## src/rtl/pwm_pkg.sv

```systemverilog
// pwm_pkg: shared mode constants, counter direction type and default sizes for pwm_multi
package pwm_pkg;
    localparam logic MODE_EDGE = 1'b0;
    localparam logic MODE_CENTER = 1'b1;
    localparam int DEFAULT_WIDTH = 8;
    localparam int DEFAULT_CHANNELS = 4;
    typedef enum logic {DIR_UP = 1'b0, DIR_DOWN = 1'b1} dir_t;
endpackage

```

## src/rtl/pwm_chan.sv

```systemverilog
// pwm_chan: one PWM channel with a double-buffered duty register, comparator and output flops
// Ports: clk, reset (async active-low), enable, tick (last cycle of period), cnt (shared counter),
//        wr_stb (accepted write for this channel), wr_duty, pending (shadow awaiting boundary),
//        pwm_out (registered compare result), pwm_out_d (pwm_out delayed one clock)
module pwm_chan import pwm_pkg::*; #(
    parameter int WIDTH = DEFAULT_WIDTH
) (
    input  logic             clk,
    input  logic             reset,
    input  logic             enable,
    input  logic             tick,
    input  logic             wr_stb,
    input  logic [WIDTH-1:0] cnt,
    input  logic [WIDTH-1:0] wr_duty,
    output logic             pending,
    output logic             pwm_out,
    output logic             pwm_out_d
);
    logic [WIDTH-1:0] shadow, active;

    // A write landing in the tick cycle is newer than any pending shadow, so it wins.
    always_ff @(posedge clk or negedge reset)
        if (!reset) begin
            shadow    <= '0;
            active    <= '0;
            pending   <= 1'b0;
            pwm_out   <= 1'b0;
            pwm_out_d <= 1'b0;
        end else begin
            if (tick) begin
                active  <= wr_stb ? wr_duty : (pending ? shadow : active);
                pending <= 1'b0;
            end else if (wr_stb) begin
                shadow  <= wr_duty;
                pending <= 1'b1;
            end
            pwm_out   <= enable && (cnt < active);
            pwm_out_d <= pwm_out;
        end
endmodule

```

## src/rtl/pwm_multi.sv

```systemverilog
// pwm_multi: multi-channel PWM generator with shared period counter, edge/center modes and buffered duties
// Ports: clk, reset (async active-low), enable, mode (0 edge, 1 center), period (top value P),
//        wr_valid/wr_ready/wr_chan/wr_duty (duty write port), pwm_out, pwm_out_d (one clock later),
//        period_start (pulse on the first pwm_out cycle of each period)
module pwm_multi import pwm_pkg::*; #(
    parameter int CHANNELS = DEFAULT_CHANNELS,
    parameter int WIDTH = DEFAULT_WIDTH,
    localparam int CW = (CHANNELS > 1) ? $clog2(CHANNELS) : 1
) (
    input  logic                clk,
    input  logic                reset,
    input  logic                enable,
    input  logic                mode,
    input  logic [WIDTH-1:0]    period,
    input  logic                wr_valid,
    output logic                wr_ready,
    input  logic [CW-1:0]       wr_chan,
    input  logic [WIDTH-1:0]    wr_duty,
    output logic [CHANNELS-1:0] pwm_out,
    output logic [CHANNELS-1:0] pwm_out_d,
    output logic                period_start
);
    localparam int NSEL = 1 << CW;

    logic [WIDTH-1:0]    cnt, p_act;
    logic                mode_act, tick;
    dir_t                dir;
    logic [CHANNELS-1:0] pending, wr_stb;
    logic [NSEL-1:0]     pend_ext;

    assign tick = !enable || (mode_act == MODE_EDGE ? cnt == p_act
                                                    : (dir == DIR_DOWN && cnt == WIDTH'(1)) || p_act == '0);

    // Indices past the last channel read a zero pending bit, so they are always ready and match no strobe.
    assign pend_ext = NSEL'(pending);
    assign wr_ready = !pend_ext[wr_chan] || tick;

    always_ff @(posedge clk or negedge reset)
        if (!reset) begin
            cnt          <= '0;
            dir          <= DIR_UP;
            p_act        <= '0;
            mode_act     <= MODE_EDGE;
            period_start <= 1'b0;
        end else begin
            period_start <= enable && cnt == '0 && dir == DIR_UP;
            if (tick) begin
                cnt      <= '0;
                dir      <= DIR_UP;
                p_act    <= period;
                mode_act <= mode;
            end else if (dir == DIR_DOWN) begin
                cnt <= cnt - 1'b1;
            end else begin
                cnt <= cnt + 1'b1;
                if (mode_act == MODE_CENTER && cnt + 1'b1 == p_act)
                    dir <= DIR_DOWN;
            end
        end

    for (genvar i = 0; i < CHANNELS; i++) begin : g_chan
        assign wr_stb[i] = wr_valid && wr_ready && wr_chan == CW'(i);
        pwm_chan #(.WIDTH(WIDTH)) u_chan (
            .clk       (clk),
            .reset     (reset),
            .enable    (enable),
            .tick      (tick),
            .wr_stb    (wr_stb[i]),
            .cnt       (cnt),
            .wr_duty   (wr_duty),
            .pending   (pending[i]),
            .pwm_out   (pwm_out[i]),
            .pwm_out_d (pwm_out_d[i])
        );
    end
endmodule

```

## config.mk

```make
export PLATFORM = sky130hd
export DESIGN_NAME = pwm_multi
export DESIGN_NICKNAME = d
export VERILOG_FILES = /design/src/rtl/pwm_pkg.sv /design/src/rtl/pwm_chan.sv /design/src/rtl/pwm_multi.sv
export SDC_FILE = /design/constraint.sdc
export NUM_CORES = 1
export LEC_CHECK = 0
export ABC_AREA = 1
export ABC_CLOCK_PERIOD_IN_PS = 5700
export BUFFER_PORTS_ARGS = -buffer_cell sky130_fd_sc_hd__buf_2
export CORE_ASPECT_RATIO = 1.75
export CORE_UTILIZATION = 50
export DETAILED_ROUTE_END_ITERATION = 6
export GPL_ROUTABILITY_DRIVEN = 0
export MAX_ROUTING_LAYER = met4
export PLACE_DENSITY = 0.68
export SLEW_MARGIN = 20
export SYNTH_ARGS = -nofsm -noshare
export SYNTH_HDL_FRONTEND = slang
export SYNTH_SLANG_ARGS = --single-unit
```

## constraint.sdc

```tcl
create_clock -name clk -period 5.7 [get_ports clk]
set_input_delay 0.57 -clock clk [delete_from_list [all_inputs] [get_ports clk]]
set_output_delay 0.57 -clock clk [all_outputs]
set_load 0.01 [all_outputs]
```

==> out/results.txt, run 1 <==
min-delay worst type - in -> async
# DRC - 0
worst setup path class - reg -> out
r2r startpoint - cnt[1]
Initial Util - 52.0%
post_cts resized - 0
reg2reg end - g_chan[0].u_chan.shadow[5]
Final WS setup - 2.39 ns
synthesized area - 5620 um^2
H-tree lvl count - 3
final WL - 13.2 mm
final std cells w/o fill - 863
maximum operating frequency - 302 MHz
R2R cell count - 13
die area - 11700 um^2
RSZ-0062 raised after global routing - no
top fanout value on the critical path - 38
Max Root-Sink Buffers - 2
syn avg cell area - 7.78 um^2
Cell variety after synth - 33
worst vdd ir - 0.209 mV
Pint - 1.35 mW
Setup Fix Bufs, Post-CTS - 0
Die Wd - 82.2 um
sw power - 643 uW
GRT Residual Overflow - 0
number of CTS-inserted buffers - 9
core area - 10800 um^2
CP Capture Type - output pin
Syn. warnings - 0
period utilization - 58.1%
Fin Hold WS - 0.121 ns
worst skew pair latency - 0.35 ns
Sw Ratio - 32.3%
Slew Limit Fails - 0
register area share after synthesis - 42.3%
worst-margin pin slew - 0.858 ns
Max Clock Skew - 0.00868 ns
Post-Syn Nets - 778
initial antenna violation count - 0
Leak - 3.22 nW
Critical Path AT - 2.74 ns
dpl hpwl - 9.66 mm
worst endpoint required time - 5.13 ns
gr usage total - 25.4%
clock root cell - clkbuf_16
Power Density - 331 nW/um^2
status - finished, final reports clean
setup TNS - 0 ns
r2r setup slk - 2.55 ns
crit start category - flop
layout cells sized above 1 - 11.3%
Worst slew margin - 42.8%
Placement Cell Area - 5700 um^2
dpl cells - 847
first-pass GRT wire length - 21.9 mm
hold buffers post-CTS - 0
sequential share of power - 44.9%
Worst-path clk slew - 0.07 ns
Layout Nets - 783
Final Total Pwr - 1.99 mW
Syn-to-layout area delta - 6.90%
Max-cap violations - 0
Routed WL per cell - 15.3 um
#FFs+latches synth - 95
TritonCTS Sinks - 95
Port Buffers - 32
1st-iter DRT viols - 215
DRT Pass-1 Iters - 5
Combinational Power Share - 23.5%
DP Worst Slack - 2.62 ns
fin util - 55.5%
Final Cell Area - 6010 um^2
via count - 4707
Post-Synthesis Cells - 723
Rows - 50
CTS tree - built
vias in the first global route - 4624
final hold vios - 0
Clock Power Share - 31.6%
IO Count - 33
Final min period - 3.31 ns
die height - 142 um
antenna-violating nets left - 0
Via-to-Cell Ratio - 5.45
# setup viols final - 0
# diodes - 0
largest net degree at the start of global routing - 70
-- cell usage in the layout (no fill, tap or decap), types with 7 or more instances in the layout --
master and count:
a211oi_1 8, nor2_1 22, nand2_2 9, a21oi_1 28
dfrtp_1 95, nand3_1 32, inv_1 60, ha_1 32
nand4_1 34, buf_2 31, nand2_1 289, clkbuf_16 9
xor2_1 7, o21ai_1 8, o21ai_0 25
-- sequential cells by signal, indices dropped and copies added, names as in the netlist --
register                 flops
dir                          1
p_act                        8
g_chan.u_chan.pwm_out        4
g_chan.u_chan.active        32
period_start                 1
g_chan.u_chan.pwm_out_d      4
mode_act                     1
g_chan.u_chan.pending        4
cnt                          8
g_chan.u_chan.shadow        32
-- cell families (layout without fill, tap and decap cells) --
logic type                 Yosys count  in the layout  synth area share, %
and+or+nand+nor                    402            402                 31.9
DFF                                 95             95                 42.3
AOI/OAI and AO/OA                   76             76                 7.86
xor gates and xnor gates            11             11                 1.71
buffers and inverters              107            117                 9.17
adders and majority gates           32             32                 7.12
-- routing by layer --
layer | share of wire, % | up-vias | track usage, %
met5 | 0 | - | -
met4 | 3.9 | 0 | 11.4
met3 | 2.9 | 39 | 3.53
met2 | 53 | 113 | 44.2
met1 | 41 | 2223 | 28.0
li1 | - | 2332 | -
-- cell type report --
class	count	area [um^2]
Clock inverter	4	53.8
Inverter	68	260
Clock buffer	12	256
Timing Repair Buffer	33	170
Tap cell	130	163
Sequential cell	95	2380
Fill cell	1033	4810
Multi-Input combinational cell	521	2730
-- power groups by stage --
stage | combinational [mW] | clock (mW) | sequential (mW)
2_1_floorplan | 0.372 | 0 | 0.876
3_3_place_gp | 0.451 | 0 | 0.899
3_5_place_dp | 0.467 | 0 | 0.904
4_1_cts | 0.472 | 0.637 | 0.892
5_1_grt | 0.541 | 0.663 | 0.907
6_report | 0.468 | 0.629 | 0.892
-- worst max-delay path, stage by stage (launching register included) --
cell and delay (ns):
dfrtp_1 0.54, inv_1 0.16, ha_1 0.20, nand2_1 0.05, nor2_1 0.04, nand2_1 0.05
nand2_1 0.08, a21oi_4 0.18, nand3_2 0.66, buf_2 0.41
-- worst max path at each step --
stage,from,slack (ns),to,cells after the start
finish,cnt[1],2.39,wr_ready,9
detailed placement,cnt[1],2.62,g_chan[0].u_chan.shadow[5],13
CTS,cnt[1],2.41,wr_ready,9
global route,cnt[1],2.14,wr_ready,9
global placement,cnt[1],2.75,g_chan[0].u_chan.shadow[7],13
floorplan,cnt[1],3.56,wr_ready,10
-- synth_stat cells, drive strengths merged --
master	n	area, um^2
a211oi	8	60.1
a21oi	33	199
a221oi	2	17.5
and2	1	6.26
buf	32	229
clkbuf	7	26.3
clkinv	1	3.75
dfrtp	95	2380
ha	32	400
inv	67	257
nand2	304	1210
nand3	38	243
nand4	35	234
nor2	23	93.8
nor4	1	6.26
o21ai	33	165
xnor2	4	35.0
xor2	7	61.3
No activity file was read; power rests on OpenSTA's default activity.
==> inputs of run 2 (changes only) <==
--- a/config.mk
+++ b/config.mk
@@ -6,7 +6,7 @@
 export NUM_CORES = 1
 export LEC_CHECK = 0
 export ABC_AREA = 1
-export ABC_CLOCK_PERIOD_IN_PS = 5700
+export ABC_CLOCK_PERIOD_IN_PS = 3300
 export BUFFER_PORTS_ARGS = -buffer_cell sky130_fd_sc_hd__buf_2
 export CORE_ASPECT_RATIO = 1.75
 export CORE_UTILIZATION = 50
==> constraint.sdc (replaced) <==
create_clock -name clk -period 3.3 [get_ports clk]
set_input_delay 0.33 -clock clk [delete_from_list [all_inputs] [get_ports clk]]
set_output_delay 0.33 -clock clk [all_outputs]
set_load 0.01 [all_outputs]
==> out/results.txt, run 2 (same netlist as run 1, synthesis figures left out) <==
CTS tree - built
Critical Path AT - 3.02 ns (+0.28 ns)
via count - 4707 (unchanged)
Slew Limit Fails - 0 (unchanged)
biggest regs - g_chan.u_chan.active (32), g_chan.u_chan.shadow (32)
Max-cap violations - 0 (unchanged)
Worst slew margin - 53.8% (+11 points)
vias in the first global route - 4651 (+0.58%)
Syn-to-layout area delta - 7.92%
r2r setup slk - 0.57 ns (-1.98 ns)
top fanout value on the critical path - 26 (-32%)
die area - 11700 um^2 (unchanged)
Final min period - 2.73 ns
status - finished, final reports clean
gr usage total - 26.8% (+1.3 points)
final hold vios - 0 (unchanged)
period utilization - 82.6%
R2R cell count - 13 (unchanged)
CP Capture Type - flop
Worst-path clk slew - 0.07 ns (about the same)
most frequent cells in the layout - 289 x nand2_1, 95 x dfrtp_1, 60 x inv_1
r2r startpoint - cnt[3]
worst vdd ir - 0.281 mV (+35%)
hold buffers post-CTS - 0 (unchanged)
# DRC - 0 (unchanged)
initial antenna violation count - 0 (unchanged)
number of CTS-inserted buffers - 9 (unchanged)
Port Buffers - 32 (unchanged)
Die Wd - 82.2 um (unchanged)
# diodes - 0 (unchanged)
worst setup path class - reg -> reg
final WL - 13.7 mm (+4.0%)
number of fill cells - 1018 (-1.5%)
worst endpoint required time - 3.59 ns (-1.54 ns)
DRT Pass-1 Iters - 5 (unchanged)
1st-iter DRT viols - 285 (+33%)
TritonCTS Sinks - 95 (unchanged)
Final Cell Area - 6070 um^2 (+0.96%)
Fin Hold WS - 0.00780 ns (-0.113 ns)
Initial Util - 52.0% (unchanged)
Layout Nets - 788 (+0.64%)
Routed WL per cell - 15.8 um (+3.4%)
H-tree lvl count - 3 (unchanged)
# setup viols final - 0 (unchanged)
maximum operating frequency - 367 MHz
fin util - 56.1% (+0.53 points)
crit start category - flop
leading cell type in the layout, fill and taps excluded - nand2_1
dpl hpwl - 9.96 mm (+3.1%)
Reg area - 2380 um^2 (unchanged)
Max Root-Sink Buffers - 2 (unchanged)
first-pass GRT wire length - 22.8 mm (+4.4%)
Rows - 50 (unchanged)
post_cts resized - 0 (unchanged)
reg2reg end - g_chan[3].u_chan.active[6]
multi-input logic area - 2730 um^2 (unchanged)
Max Clock Skew - 0.00669 ns (-0.00200 ns)
Power Density - 580 nW/um^2 (+75%)
worst skew pair latency - 0.35 ns (about the same)
antenna-violating nets left - 0 (unchanged)
Setup Fix Bufs, Post-CTS - 0 (unchanged)
Placement Cell Area - 5740 um^2 (+0.66%)
layout cells sized above 1 - 12.1% (+0.74 points)
die height - 142 um (unchanged)
GRT Residual Overflow - 0 (unchanged)
core area - 10800 um^2 (unchanged)
worst-margin pin slew - 0.691 ns (-0.167 ns)
Via-to-Cell Ratio - 5.42 (-0.58%)
IO Count - 33 (unchanged)
setup TNS - 0 ns (unchanged)
clock root cell - clkbuf_16
Leak - 3.26 nW (+1.3%)
RSZ-0062 raised after global routing - no
largest net degree at the start of global routing - 55 (-21%)
min-delay worst type - in -> async
## run 2: critical path, cell delays in order, from the launching register on
cell and delay (ns):
dfrtp_1 0.71, inv_2 0.14, nand2_1 0.09, nand2_1 0.05, inv_1 0.06, nand2_1 0.05, nor2_1 0.11, nand3_2 0.13
nand3_2 0.30, buf_4 0.34, nand3_4 0.19, a21oi_2 0.32, nand2_1 0.10, nand2_1 0.07
## run 2: where the power goes
part	total (mW)	switching, mW	internal [mW]
sequential	1.54	0.146	1.40
combinational	0.812	0.510	0.303
clock	1.17	0.475	0.691
## run 2: stage by stage
step	worst slack (ns)	std cells	power (mW)
2_1_floorplan	1.39	723	2.16
3_3_place_gp	0.681	852	2.33
3_5_place_dp	0.636	852	2.37
4_1_cts	0.600	868	3.55
5_1_grt	0.307	868	3.74
6_report	0.573	868	3.52
## run 2: layer usage
metal / part of all wire [%] / global-route usage [%]
met1: 41 / 31.1
met2: 50 / 43.9
met3: 3.6 / 2.88
met4: 5.0 / 15.1
met5: 0 / -
## run 2: final cells by class
class	count	area share, %
tap	130	2.68
clock inverter	6	1.51
clock buffer	10	3.94
sequential	95	39.2
timing repair buffer	38	3.42
inverter	68	4.29
multi-input combinational	521	45.0
## run 2: how the worst max path moves through the flow
stage,startpoint,endpoint
floorplan,cnt[1],g_chan[3].u_chan.shadow[3]
global placement,cnt[3],g_chan[3].u_chan.active[6]
detailed placement,cnt[1],g_chan[0].u_chan.shadow[4]
CTS,cnt[3],g_chan[3].u_chan.active[6]
global route,cnt[3],g_chan[3].u_chan.active[6]
finish,cnt[3],g_chan[3].u_chan.active[6]
==> inputs of run 3 (changes only) <==
--- a/config.mk
+++ b/config.mk
@@ -6,7 +6,7 @@
 export NUM_CORES = 1
 export LEC_CHECK = 0
 export ABC_AREA = 1
-export ABC_CLOCK_PERIOD_IN_PS = 3300
+export ABC_CLOCK_PERIOD_IN_PS = 2650
 export BUFFER_PORTS_ARGS = -buffer_cell sky130_fd_sc_hd__buf_2
 export CORE_ASPECT_RATIO = 1.75
 export CORE_UTILIZATION = 50
==> constraint.sdc (replaced) <==
create_clock -name clk -period 2.65 [get_ports clk]
set_input_delay 0.265 -clock clk [delete_from_list [all_inputs] [get_ports clk]]
set_output_delay 0.265 -clock clk [all_outputs]
set_load 0.01 [all_outputs]
==> out/results.txt, run 3 (same netlist as run 1, synthesis figures left out) <==
biggest regs - g_chan.u_chan.active (32), g_chan.u_chan.shadow (32)
crit-path most repeated cell - nand2_1
Layout Nets - 793 (+0.63%)
Setup Fix Bufs, Post-CTS - 0 (unchanged)
antenna-violating nets left - 0 (unchanged)
via count - 4723 (+0.34%)
multi-input logic area - 2730 um^2 (unchanged)
Routed WL per cell - 15.5 um (-2.2%)
final std cells w/o fill - 873 (+0.58%)
Power Density - 704 nW/um^2 (+21%)
Worst-path clk slew - 0.07 ns (about the same)
layout cells sized above 1 - 12.4% (+0.32 points)
worst-margin pin slew - 0.675 ns (-0.0159 ns)
H-tree lvl count - 3 (unchanged)
Fin Hold WS - 0.114 ns (+0.106 ns)
first-pass GRT wire length - 22.3 mm (-2.0%)
min-delay worst type - in -> reg
1st-iter DRT viols - 283 (-0.70%)
core area - 10800 um^2 (unchanged)
Reg area - 2380 um^2 (unchanged)
Worst slew margin - 54.8% (+1.1 points)
die height - 142 um (unchanged)
final hold vios - 0 (unchanged)
IO Count - 33 (unchanged)
crit start category - flop
Max Root-Sink Buffers - 2 (unchanged)
Port Buffers - 32 (unchanged)
worst endpoint required time - 2.89 ns (-0.70 ns)
worst skew pair latency - 0.36 ns (about the same)
Leak - 3.27 nW (+0.35%)
Via-to-Cell Ratio - 5.41 (-0.23%)
Final min period - 2.44 ns (-0.283 ns)
clock root cell - clkbuf_16
Final Cell Area - 6100 um^2 (+0.54%)
TritonCTS Sinks - 95 (unchanged)
Syn-to-layout area delta - 8.50%
CP Cell Sequence - inv_2, nand2_1, nand2_1, nand2_1, nor2_1, nand3_2, nand3_2, buf_4, nand3_4, nand2_2, nand2_2, nand2_1, nand2_1
maximum operating frequency - 409 MHz (+12%)
most frequent cells in the layout - 289 x nand2_1, 95 x dfrtp_1, 60 x inv_1
CP Capture Type - flop
vias in the first global route - 4708 (+1.2%)
CTS tree - built
Max-cap violations - 0 (unchanged)
Initial Util - 52.0% (unchanged)
# DRC - 0 (unchanged)
Slew Limit Fails - 0 (unchanged)
Worst path slowest cell - dfrtp_1
Critical Path AT - 2.68 ns (-0.34 ns)
hold buffers post-CTS - 1 (+1)
RSZ-0062 raised after global routing - no
# setup viols final - 0 (unchanged)
setup TNS - 0 ns (unchanged)
# diodes - 0 (unchanged)
final WL - 13.5 mm (-1.6%)
slowest stage delay, CP - 0.46 ns (-0.25 ns)
worst setup path class - reg -> reg
status - finished, final reports clean
post_cts resized - 0 (unchanged)
top fanout value on the critical path - 19 (-27%)
Rows - 50 (unchanged)
Placement Cell Area - 5780 um^2 (+0.74%)
number of CTS-inserted buffers - 9 (unchanged)
largest net degree at the start of global routing - 96 (+75%)
period utilization - 92.2% (+9.6 points)
gr usage total - 26.4% (-0.33 points)
dpl hpwl - 9.81 mm (-1.5%)
GRT Residual Overflow - 0 (unchanged)
DRT Pass-1 Iters - 5 (unchanged)
initial antenna violation count - 0 (unchanged)
number of fill cells - 1055 (+3.6%)
worst vdd ir - 0.399 mV (+42%)
dpl cells - 856 (+0.47%)
leading cell type in the layout, fill and taps excluded - nand2_1
Die Wd - 82.2 um (unchanged)
Max Clock Skew - 0.00992 ns (+0.00324 ns)
die area - 11700 um^2 (unchanged)
[run 3: changes by cell type in the layout (fill, tap and decap cells not counted), sizes merged]
cell / change
buf: +4
bufinv: -1
clkbuf: +2
clkinv: -1
clkinvlp: +2
dlygate4sd3: +1
inv: -2
[run 3: final timing paths]
path                                                from                          to  slack [ns]  cells after the start
worst max-delay path                              cnt[0]  g_chan[2].u_chan.shadow[5]        0.21                     13
worst min-delay path                           period[4]                    p_act[4]        0.11                      3
worst max register to register                    cnt[0]  g_chan[2].u_chan.shadow[5]        0.21                     13
worst min register to register  g_chan[1].u_chan.pwm_out  g_chan[1].u_chan.pwm_out_d        0.37                      0
max in group asynchronous                          reset  g_chan[3].u_chan.shadow[6]        1.77                      3
min in group asynchronous                          reset    g_chan[1].u_chan.pwm_out        0.51                      3
[run 3: where the power goes]
part           leakage, nW  switching [mW]  internal [mW]
registers             1.21           0.170           1.74
clock network        0.145           0.573          0.785
logic                 1.92           0.639          0.385
[run 3: critical path: cells and delay by family, from the launching register on]
kind | cells | cell delay, ns
buf+inv | 2 | 0.46
flops | 1 | 0.46
simple gates | 11 | 1.40
[run 3: layer usage]
layer,share of wire [%],GRT usage [%]
met5,0,-
met3,3.6,3.91
met1,39,28.4
met2,53,45.3
met4,4.0,14.6
[run 3: per-stage QoR]
step	total power [mW]	worst slack [ns]	utilization, %
floorplan	2.69	0.743	-
global placement	2.91	0.307	53.4
detailed placement	2.96	0.258	53.4
CTS	4.32	0.242	56.4
global route	4.57	0.0144	56.4
finish	4.29	0.206	56.4
[run 3: area by class of cell]
class | instances | area share, %
flip-flops and latches | 95 | 39.0
well taps | 130 | 2.67
repair buffers | 43 | 4.27
multi-input cells | 521 | 44.7
clock inverters | 4 | 0.882
inverters | 68 | 4.27
clock buffers | 12 | 4.20
